[src/rtl/serial_deserializer_if.sv]
// serial_deserializer_if: valid/ready word port carrying one deserialized word
interface serial_deserializer_if #(parameter int WIDTH = 16);
    logic [WIDTH-1:0] Qout;
    logic             q_valid;
    logic             q_ready;
    modport master (output Qout, output q_valid, input q_ready);
    modport slave (input Qout, input q_valid, output q_ready);
endinterface

[src/rtl/serial_deserializer.sv]
// serial_deserializer: collects WIDTH enabled serial bits into words on a valid/ready port
module serial_deserializer #(
    parameter int WIDTH     = 16,
    parameter bit LSB_FIRST = 1'b0,
    parameter int CW        = $clog2(WIDTH)
) (
    input  logic                  clk,
    input  logic                  reset,
    input  logic                  enable,
    input  logic                  Din,
    input  logic                  sync,
    serial_deserializer_if.master q,
    output logic                  overrun,
    input  logic                  clr_overrun,
    output logic [CW-1:0]         bit_cnt
);
    logic [WIDTH-1:0] sh, sh_next, word;
    logic [CW-1:0]    cnt_eff;
    logic             valid, done, hs, drop;
    assign q.Qout    = word;
    assign q.q_valid = valid;
    // sync restarts the frame by treating the current count as zero
    assign cnt_eff = sync ? '0 : bit_cnt;
    assign sh_next = LSB_FIRST ? {Din, sh[WIDTH-1:1]} : {sh[WIDTH-2:0], Din};
    assign done    = enable && cnt_eff == CW'(WIDTH - 1);
    assign hs      = valid && q.q_ready;
    assign drop    = done && valid && !q.q_ready;
    always_ff @(posedge clk) begin
        if (reset) begin
            sh      <= '0;
            bit_cnt <= '0;
            word    <= '0;
            valid   <= 1'b0;
            overrun <= 1'b0;
        end else begin
            if (enable) begin
                sh      <= sh_next;
                bit_cnt <= done ? '0 : cnt_eff + CW'(1);
            end else if (sync) begin
                bit_cnt <= '0;
            end
            if (done && !drop) begin
                word  <= sh_next;
                valid <= 1'b1;
            end else if (hs) begin
                valid <= 1'b0;
            end
            overrun <= drop || (overrun && !clr_overrun);
        end
    end
endmodule

[src/flat_wrapper.sv]
// flat-port wrapper written by rule: the top's interface ports become plain ports
module serial_deserializer_flat 
#(
    parameter int WIDTH     = 16,
    parameter bit LSB_FIRST = 1'b0,
    parameter int CW        = $clog2(WIDTH)
)
  (clk, reset, enable, Din, sync, overrun, clr_overrun, bit_cnt, q_Qout, q_q_valid, q_q_ready);
  serial_deserializer_if #(.WIDTH(WIDTH)) q_i ();
  input  logic clk;
  input  logic reset;
  input  logic enable;
  input  logic Din;
  input  logic sync;
  output logic overrun;
  input  logic clr_overrun;
  output logic [CW-1:0] bit_cnt;
  output wire logic [$bits(q_i.Qout)-1:0] q_Qout;
  output wire logic [$bits(q_i.q_valid)-1:0] q_q_valid;
  input wire logic [$bits(q_i.q_ready)-1:0] q_q_ready;
  assign q_Qout = q_i.Qout;
  assign q_q_valid = q_i.q_valid;
  assign q_i.q_ready = q_q_ready;
  serial_deserializer #(.WIDTH(WIDTH), .LSB_FIRST(LSB_FIRST), .CW(CW)) u_core (.clk(clk), .reset(reset), .enable(enable), .Din(Din), .sync(sync), .q(q_i), .overrun(overrun), .clr_overrun(clr_overrun), .bit_cnt(bit_cnt));
endmodule
[config.mk]
export PLATFORM = sky130hd
export DESIGN_NAME = serial_deserializer_flat
export DESIGN_NICKNAME = d
export VERILOG_FILES = /design/src/rtl/serial_deserializer_if.sv /design/src/rtl/serial_deserializer.sv /design/src/flat_wrapper.sv
export SDC_FILE = /design/constraint.sdc
export NUM_CORES = 1
export LEC_CHECK = 0
export CORE_AREA = 2 2 59 61
export CTS_BUF_LIST = sky130_fd_sc_hd__clkbuf_8
export CTS_CLUSTER_SIZE = 8
export DETAILED_ROUTE_END_ITERATION = 10
export DIE_AREA = 0 0 61 63
export PLACE_DENSITY_LB_ADDON = 0.05
export SYNTH_ARGS = -nofsm -noshare
export SYNTH_HDL_FRONTEND = slang
export SYNTH_SLANG_ARGS = --single-unit
[constraint.sdc]
create_clock -name clk -period 3.75 [get_ports clk]
set_input_delay 1.125 -clock clk [delete_from_list [all_inputs] [get_ports clk]]
set_output_delay 1.125 -clock clk [all_outputs]
set_load 0.05 [all_outputs]
## Yosys cells after proc, flatten, opt, wreduce, memory -nomap -nowiden

Index checks and enable logic that the tools add are counted.

- Output and inout port bits: 22
- Flip-flop bits (word level): 37

- Multiplexer cells: 5
- Eq/ne operators: 1
- Add/subtract/negate cells: 1
- Reductions and logical operators: 11

Operators by type and width:

| cell | number |
|---|---|
| $mux 4 | 3 |
| $logic_and 1x1->1 | 6 |
| $add 4x1->4 const B | 1 |
| $eq 4x4->1 const B | 1 |
| $logic_not 1->1 | 3 |
| $mux 1 | 2 |
| $reduce_bool 2->1 | 1 |
| $logic_or 1x1->1 | 1 |

## Longest topological paths before layout

Gate-level depths: netlist (run 1).

- Depth after elaboration: 8
- Gate-level depth with buffers: 7
- Gate-level depth less buffers: 5

## Worst setup path before layout (run 1)

OpenSTA, ideal clock, no wires.

- Path type: input -> register
- From: input port sync
- To: register u_core.word[10], in the netlist u_core.q.Qout[10]
- Path buffers: 2
- Required time: 3.678 ns
- Library setup time: 0.072 ns
- Arrival time: 2.246 ns
- Setup slack: 1.432 ns
- Stages on the path: 7
- Cells stage by stage: nor2b_1 -> ha_1 -> and3_4 -> and3_4 -> buf_6 -> buf_12 -> mux2i_1

- Longest elaborated chain between the ends: 7

Ends and longest elaborated chain:

| what | RTL line | source |
|---|---|---|
| start, declared | flat_wrapper.sv:14 | `input logic sync;` |
| $mux 4 (*) | -- |  |
| $eq 4x4->1 (*) | serial_deserializer.sv:25 | `assign done = enable && cnt_eff == CW'(WIDTH - 1);` |
| $logic_and 1x1->1 (*) | serial_deserializer.sv:25 |  |
| $logic_and 1x1->1 (2 in series) | serial_deserializer.sv:27 | `assign drop = done && valid && !q.q_ready;` |
| $logic_not 1->1 | serial_deserializer.sv:42 | `if (done && !drop) begin` |
| $logic_and 1x1->1 (*) | serial_deserializer.sv:42 |  |
| end signal, assigned | serial_deserializer.sv:43 | `word <= sh_next;` |
| end, declared | serial_deserializer.sv:17 | `logic [WIDTH-1:0] sh, sh_next, word;` |

Every way passes the cells marked *; elsewhere a longest branch is shown, timed or not.
A chain may end at the register's enable or synchronous reset.

## Worst setup path in the final report (run 1)

- From: input port sync
- To: register u_core.word[8], in the netlist u_core.q.Qout[8]

Same word-level chain as after synthesis.

==> results of run 1 <==
-- through the flow --
stage / instances / hold slack, ns
global placement: 215 / 0.4584
floorplan: 149 / 0.4512
global route: 222 / 0.4946
detailed placement: 215 / 0.4615
finish: 222 / 0.4725
CTS: 222 / 0.4755
-- how the worst min path moves through the flow --
| stage | endpoint | cells after the start | from | slack (ns) |
|---|---|---|---|---|
| floorplan | u_core.q.Qout[15] | 2 | u_core.sh[14] | 0.45 |
| global placement | u_core.q.Qout[5] | 2 | u_core.q.Qout[5] | 0.46 |
| detailed placement | u_core.q.Qout[2] | 2 | u_core.q.Qout[2] | 0.46 |
| CTS | u_core.q.Qout[1] | 2 | u_core.q.Qout[1] | 0.48 |
| global route | u_core.q.Qout[1] | 2 | u_core.q.Qout[1] | 0.49 |
| finish | u_core.q.Qout[15] | 2 | u_core.q.Qout[15] | 0.47 |
-- state kept, by name (all words and copies together), names as in the netlist --
signal,flops
u_core.q.q_valid,1
u_core.q.Qout,16
u_core.sh,15
u_core.overrun,1
u_core.bit_cnt,4
-- synthesized netlist by cell type (2+ instances only) --
cell type / n
dfxtp_1: 37
nand2b_1: 33
mux2i_1: 31
nor2_1: 18
buf_2: 4
clkbuf_1: 3
nand2_1: 3
a22o_1: 2
and3_4: 2
nor2b_1: 2
-- power breakdown --
group	leakage [nW]	internal (mW)	total (mW)	switching, mW
clock	0.0485	0.143	0.267	0.124
combinational	0.340	0.0197	0.0395	0.0198
sequential	0.298	0.395	0.397	0.00167
-- final cells by class --
cell class / count / area, um2
Multi-Input combinational cell: 102 / 737.0
Tap cell: 46 / 57.56
Timing Repair Buffer: 30 / 295.3
Sequential cell: 37 / 740.7
Clock inverter: 1 / 3.754
Fill cell: 313 / 1315
Clock buffer: 6 / 82.58
-- cell families after synthesis --
family	after synthesis	share of synthesized area
AO/OA/AOI/OAI	4	0.01940
XOR/XNOR	2	0.01132
adder cells (fa/ha/maj)	1	0.008083
buffers and inverters	10	0.04527
flip-flops	37	0.4786
multiplexers	31	0.2005
AND/OR/NAND/NOR	64	0.2369
-- per-layer routing --
metal	global-route usage	routed length, um	vias up
li1	-	-	542
met1	0.1961	1221	466
met2	0.2298	1171	22
met3	0.06625	127	7
met4	0.05707	42	0
met5	0	0	-
-- worst max-delay path: stages --
cell and delay, ns:
clkdlybuf4s50_1 0.48, nor2b_1 0.23, ha_1 0.21, and3_4 0.19, and3_4 0.38, mux2i_1 0.24
==> results.py, run 1 <==
metrics = {
    "status": {
        "status": "completed",
    },
    "logic_synthesis": {
        "syn_avg_cell_area_um2": 10.39,
        "yosys.area.top_type": "dfxtp_1",
        "ys_ff_latch": 37,
        "synth-edff-count": 0,
        "synth_flop_cell": "dfxtp_1",
        "syn_inst": 149,
        "synth_fp_nets": 157,
        "syn_area_um2": 1548,
        "async_reset_ff_frac": 0,
        "ys_warn_count": 0,
        "synth_cell_type_count": 24,
        "synth_area_leaders": "dfxtp_1 48%, mux2i_1 20%, nand2b_1 13%, nor2_1 4.4%, and3_4 1.5%",
        "netlist.area_leader.share": 0.4786,
        "ys_seq_area_frac": 0.4786,
    },
    "critical_path": {
        "endpoint": "u_core.q.Qout[8]",
        "rr_worst_depth": 5,
        "r2r-start": "u_core.bit_cnt[0]",
        "r2r-end": "u_core.q.Qout[8]",
        "worstPathMaxFanout": 16,
        "worstPathRequired_ns": 3.96,
        "end_kind": "register",
        "ff2ff_setup_slack_ns": 2.08,
        "arrival_ns": 2.86,
        "worst_setup_path_start_kind": "input port",
        "crit_path_start": "sync",
        "crit_type": "in2reg",
    },
    "global_routing": {
        "antenna_found_initial": 0,
        "grt_remaining_overflow": 0,
        "grt_usage": 0.1545,
        "grt_pass1_vias": 1021,
        "grt_first_pass_wirelength_um": 4429,
        "grt_max_degree": 56,
    },
    "placed_design": {
        "place.gp.congestion": 0.7617,
        "dpl_cell_area_um2": 1831,
        "dp_hpwl_um": 1686,
        "dp_slack_ns": 0.8070,
        "port-buffer-count": 28,
    },
    "layout": {
        "nNetsFinal": 184,
        "final_area_um2": 1917,
        "final_common_cell": "dfxtp_1",
        "post-route-util": 0.5931,
        "syn2layout_area_growth_pct": 23.85,
        "final_cell_mix": "37 x dfxtp_1, 33 x nand2b_1, 31 x mux2i_1",
        "n_antenna_cell": 0,
        "final_layout_size_suffix_gt1_frac": 0.06818,
    },
    "clock_tree": {
        "clkSlewWorstSetupHoldPaths_ns": 0.07,
        "cts_resized": 0,
        "clock-sinks": 37,
        "clock_latency_ns": 0.28,
        "cts_tree": "done",
        "cts_buffers": 5,
        "cts_setup_buffers": 0,
        "h-tree-depth": 2,
        "postCtsHoldBufs": 0,
        "clockRootBuffer": "clkbuf_8",
        "cts_buffer_depth": 2,
    },
    "sta": {
        "finalSetupTns_ns": 0,
        "finalHoldViolCount": 0,
        "setup_viol": 0,
        "drv_slew": 0,
        "fin_worst_skew_ns": 0.003927,
        "maxClockFrequency_mhz": 377.0,
        "fin_crit_ns": 2.653,
        "rsz0062_at_grt": "no",
        "tightestPinTransition_ns": 0.5047,
        "max_slew_margin": 0.6625,
        "fin_crit_sh": 0.7074,
        "worst_slack_ns": 1.097,
    },
    "run": {
        "maxCapViolations": 0,
    },
    "floorplanning": {
        "initial_core_util": 0.4789,
        "coreArea_um2": 3232,
        "die-area_um2": 3843,
        "fp.dieH_um": 63,
        "die_w_um": 61,
        "io_pins": 29,
        "rows": 21,
    },
    "routing": {
        "via_per_inst": 4.671,
        "avgRoutedWirePerCell_um": 11.54,
        "dr.pass1.iters": 4,
        "vias": 1037,
        "drc": 0,
        "final_antenna_net_count": 0,
        "drt_iter0_drc": 44,
        "routed_wl_um": 2561,
    },
    "power_and_ir_drop": {
        "p_total_mw": 0.7037,
        "p_leak_nw": 0.6872,
        "irDropWorstVdd_v": 0.0002819,
        "p_per_area_nw_per_um2": 367.1,
    },
    "min_path": {
        "hold_class": "reg2reg",
    },
}
No activity file was read; power rests on OpenSTA's default activity.
==> inputs of run 2 (changes only) <==
--- a/config.mk
+++ b/config.mk
@@ -5,11 +5,11 @@
 export SDC_FILE = /design/constraint.sdc
 export NUM_CORES = 1
 export LEC_CHECK = 0
-export CORE_AREA = 2 2 59 61
+export CORE_AREA = 2 2 60 62
 export CTS_BUF_LIST = sky130_fd_sc_hd__clkbuf_8
 export CTS_CLUSTER_SIZE = 8
 export DETAILED_ROUTE_END_ITERATION = 10
-export DIE_AREA = 0 0 61 63
+export DIE_AREA = 0 0 62 64
 export PLACE_DENSITY_LB_ADDON = 0.05
 export SYNTH_ARGS = -nofsm -noshare
 export SYNTH_HDL_FRONTEND = slang
==> constraint.sdc (replaced) <==
create_clock -name clk -period 2.21 [get_ports clk]
set_input_delay 0.663 -clock clk [delete_from_list [all_inputs] [get_ports clk]]
set_output_delay 0.663 -clock clk [all_outputs]
set_load 0.05 [all_outputs]
==> results.py, run 2 (same netlist as run 1, synthesis figures left out) <==
metrics = {
    "status": {
        "status": "completed",
    },
    "min_path": {
        "holdPathStages": 2,
        "min_from": "u_core.q.Qout[5]",
        "hold_class": "reg2reg",
        "min_to": "u_core.q.Qout[5]",
    },
    "clock_tree": {
        "clock_latency_ns": 0.28,
        "clock-sinks": 37,
        "cts_setup_buffers": 0,
        "clockRootBuffer": "clkbuf_8",
        "clkSlewWorstSetupHoldPaths_ns": 0.07,
        "cts_buffers": 5,
        "cts_buffer_depth": 2,
        "h-tree-depth": 2,
        "cts_tree": "done",
        "postCtsHoldBufs": 0,
        "cts_resized": 0,
    },
    "power_and_ir_drop": {
        "p_per_area_nw_per_um2": 625.5,
        "power_frac_comb": 0.057,
        "p_total_mw": 1.247,
        "p_leak_nw": 0.7241,
        "irDropWorstVdd_v": 0.0003528,
        "pwr-share-clk": 0.404,
        "power.internal_mw": 0.9887,
        "power_switching_mw": 0.2587,
        "p_seq_frac": 0.540,
        "swShare": 0.2074,
    },
    "critical_path": {
        "cp.depth": 1,
        "slowest_delay_ns": 0.82,
        "crit_type": "reg2out",
        "r2r-end": "u_core.q.Qout[3]",
        "worstPathMaxFanout": 3,
        "r2r-start": "u_core.bit_cnt[1]",
        "end_kind": "primary output",
        "cp_cell_sequence": "clkdlybuf4s50_1",
        "cp_slowest_cell": "clkdlybuf4s50_1",
        "crit_family": "buffers and inverters",
        "worst_setup_path_start_kind": "register",
        "arrival_ns": 1.48,
        "rr_worst_depth": 6,
        "worstPathRequired_ns": 1.55,
        "path_buf_inv": 1,
        "ff2ff_setup_slack_ns": 0.64,
    },
    "sta": {
        "setup_viol": 0,
        "finalHoldViolCount": 0,
        "rsz0062_at_grt": "no",
        "maxClockFrequency_mhz": 466.5,
        "tightestPinTransition_ns": 0.5118,
        "max_slew_margin": 0.6577,
        "drv_slew": 0,
        "fin_crit_ns": 2.143,
        "finalSetupTns_ns": 0,
        "fin_crit_sh": 0.9699,
        "fin_worst_skew_ns": 0.003152,
    },
    "routing": {
        "routed_wl_um": 2624,
        "drc": 0,
        "avgRoutedWirePerCell_um": 11.51,
        "via_per_inst": 4.789,
        "dr.pass1.iters": 5,
        "final_antenna_net_count": 0,
        "drt_iter0_drc": 60,
        "vias": 1092,
    },
    "layout": {
        "nNetsFinal": 189,
        "fin_cells": 228,
        "final_common_cell": "dfxtp_1",
        "largest_register_ffs": 16,
        "syn2layout_area_growth_pct": 28.86,
        "post-route-util": 0.6072,
        "nFillCells": 316,
        "final_layout_size_suffix_gt1_frac": 0.1044,
        "final_cell_mix": "37 x dfxtp_1, 33 x nand2b_1, 31 x mux2i_1",
        "n_antenna_cell": 0,
    },
    "floorplanning": {
        "initial_core_util": 0.4712,
        "coreArea_um2": 3284,
        "rows": 21,
        "die-area_um2": 3968,
        "die_w_um": 62,
        "fp.dieH_um": 64,
        "io_pins": 29,
    },
    "placed_design": {
        "dp_hpwl_um": 1832,
        "port-buffer-count": 28,
        "place.gp.congestion": 0.7565,
        "placed_cells": 220,
    },
    "global_routing": {
        "grt_pass1_vias": 1034,
        "antenna_found_initial": 0,
        "grt_first_pass_wirelength_um": 4526,
        "grt_remaining_overflow": 0,
        "grt_usage": 0.1548,
        "grt_max_degree": 29,
    },
    "run": {
        "maxCapViolations": 0,
    },
}
[run 2: cell types whose count changed in the layout (fill, tap and decap cells not counted)]
cell and delta:
buf_12 +2, inv_1 -1, buf_4 +3, clkinv_2 +1, clkbuf_8 +1
[run 2: layout make-up]
| type | count | area (um2) | share of cell area |
|---|---|---|---|
| Sequential cell | 37 | 740.7 | 0.3714 |
| Tap cell | 46 | 57.56 | 0.02886 |
| Clock buffer | 7 | 96.34 | 0.04831 |
| Multi-Input combinational cell | 102 | 737.0 | 0.3695 |
| Clock inverter | 1 | 5.005 | 0.002509 |
| Timing Repair Buffer | 35 | 357.8 | 0.1794 |
[run 2: worst register-to-register path, cell delays in order, from the launching register on]
cell and delay (ns):
dfxtp_1 0.35, nor2b_1 0.21, ha_1 0.20, and3_4 0.20, and3_4 0.22, buf_12 0.14, mux2i_1 0.19
[run 2: how the worst max path moves through the flow]
stage | startpoint | endpoint | slack [ns]
2_1_floorplan | u_core.bit_cnt[0] | u_core.q.Qout[10] | 0.30
3_3_place_gp | sync | u_core.q.Qout[2] | -0.04
3_5_place_dp | sync | u_core.q.Qout[4] | -0.12
4_1_cts | u_core.bit_cnt[3] | bit_cnt[3] | 0.05
5_1_grt | u_core.bit_cnt[3] | bit_cnt[3] | 0.01
6_report | u_core.bit_cnt[3] | bit_cnt[3] | 0.07
[run 2: power groups by stage]
stage | sequential [mW] | combinational (mW) | clock, mW
floorplan | 0.694 | 0.0410 | 0
global placement | 0.689 | 0.0702 | 0
detailed placement | 0.689 | 0.0713 | 0
CTS | 0.673 | 0.0711 | 0.526
global route | 0.673 | 0.0764 | 0.567
finish | 0.673 | 0.0706 | 0.503
[run 2: layer usage]
layer,GRT usage,vias to the layer above,wire length [um]
li1,-,552,-
met1,0.1940,510,1203
met2,0.2240,22,1222
met3,0.07895,8,147
met4,0.05585,0,51
met5,0,-,0
[run 2: through the flow]
stage	hold slack (ns)	setup WS, ns	instance area [um2]
5_1_grt	0.5022	0.01087	1994
3_3_place_gp	0.4568	-0.04440	1893
6_report	0.4700	0.06657	1994
3_5_place_dp	0.4619	-0.1168	1893
4_1_cts	0.4758	0.04816	1994
2_1_floorplan	0.4512	0.2984	1548
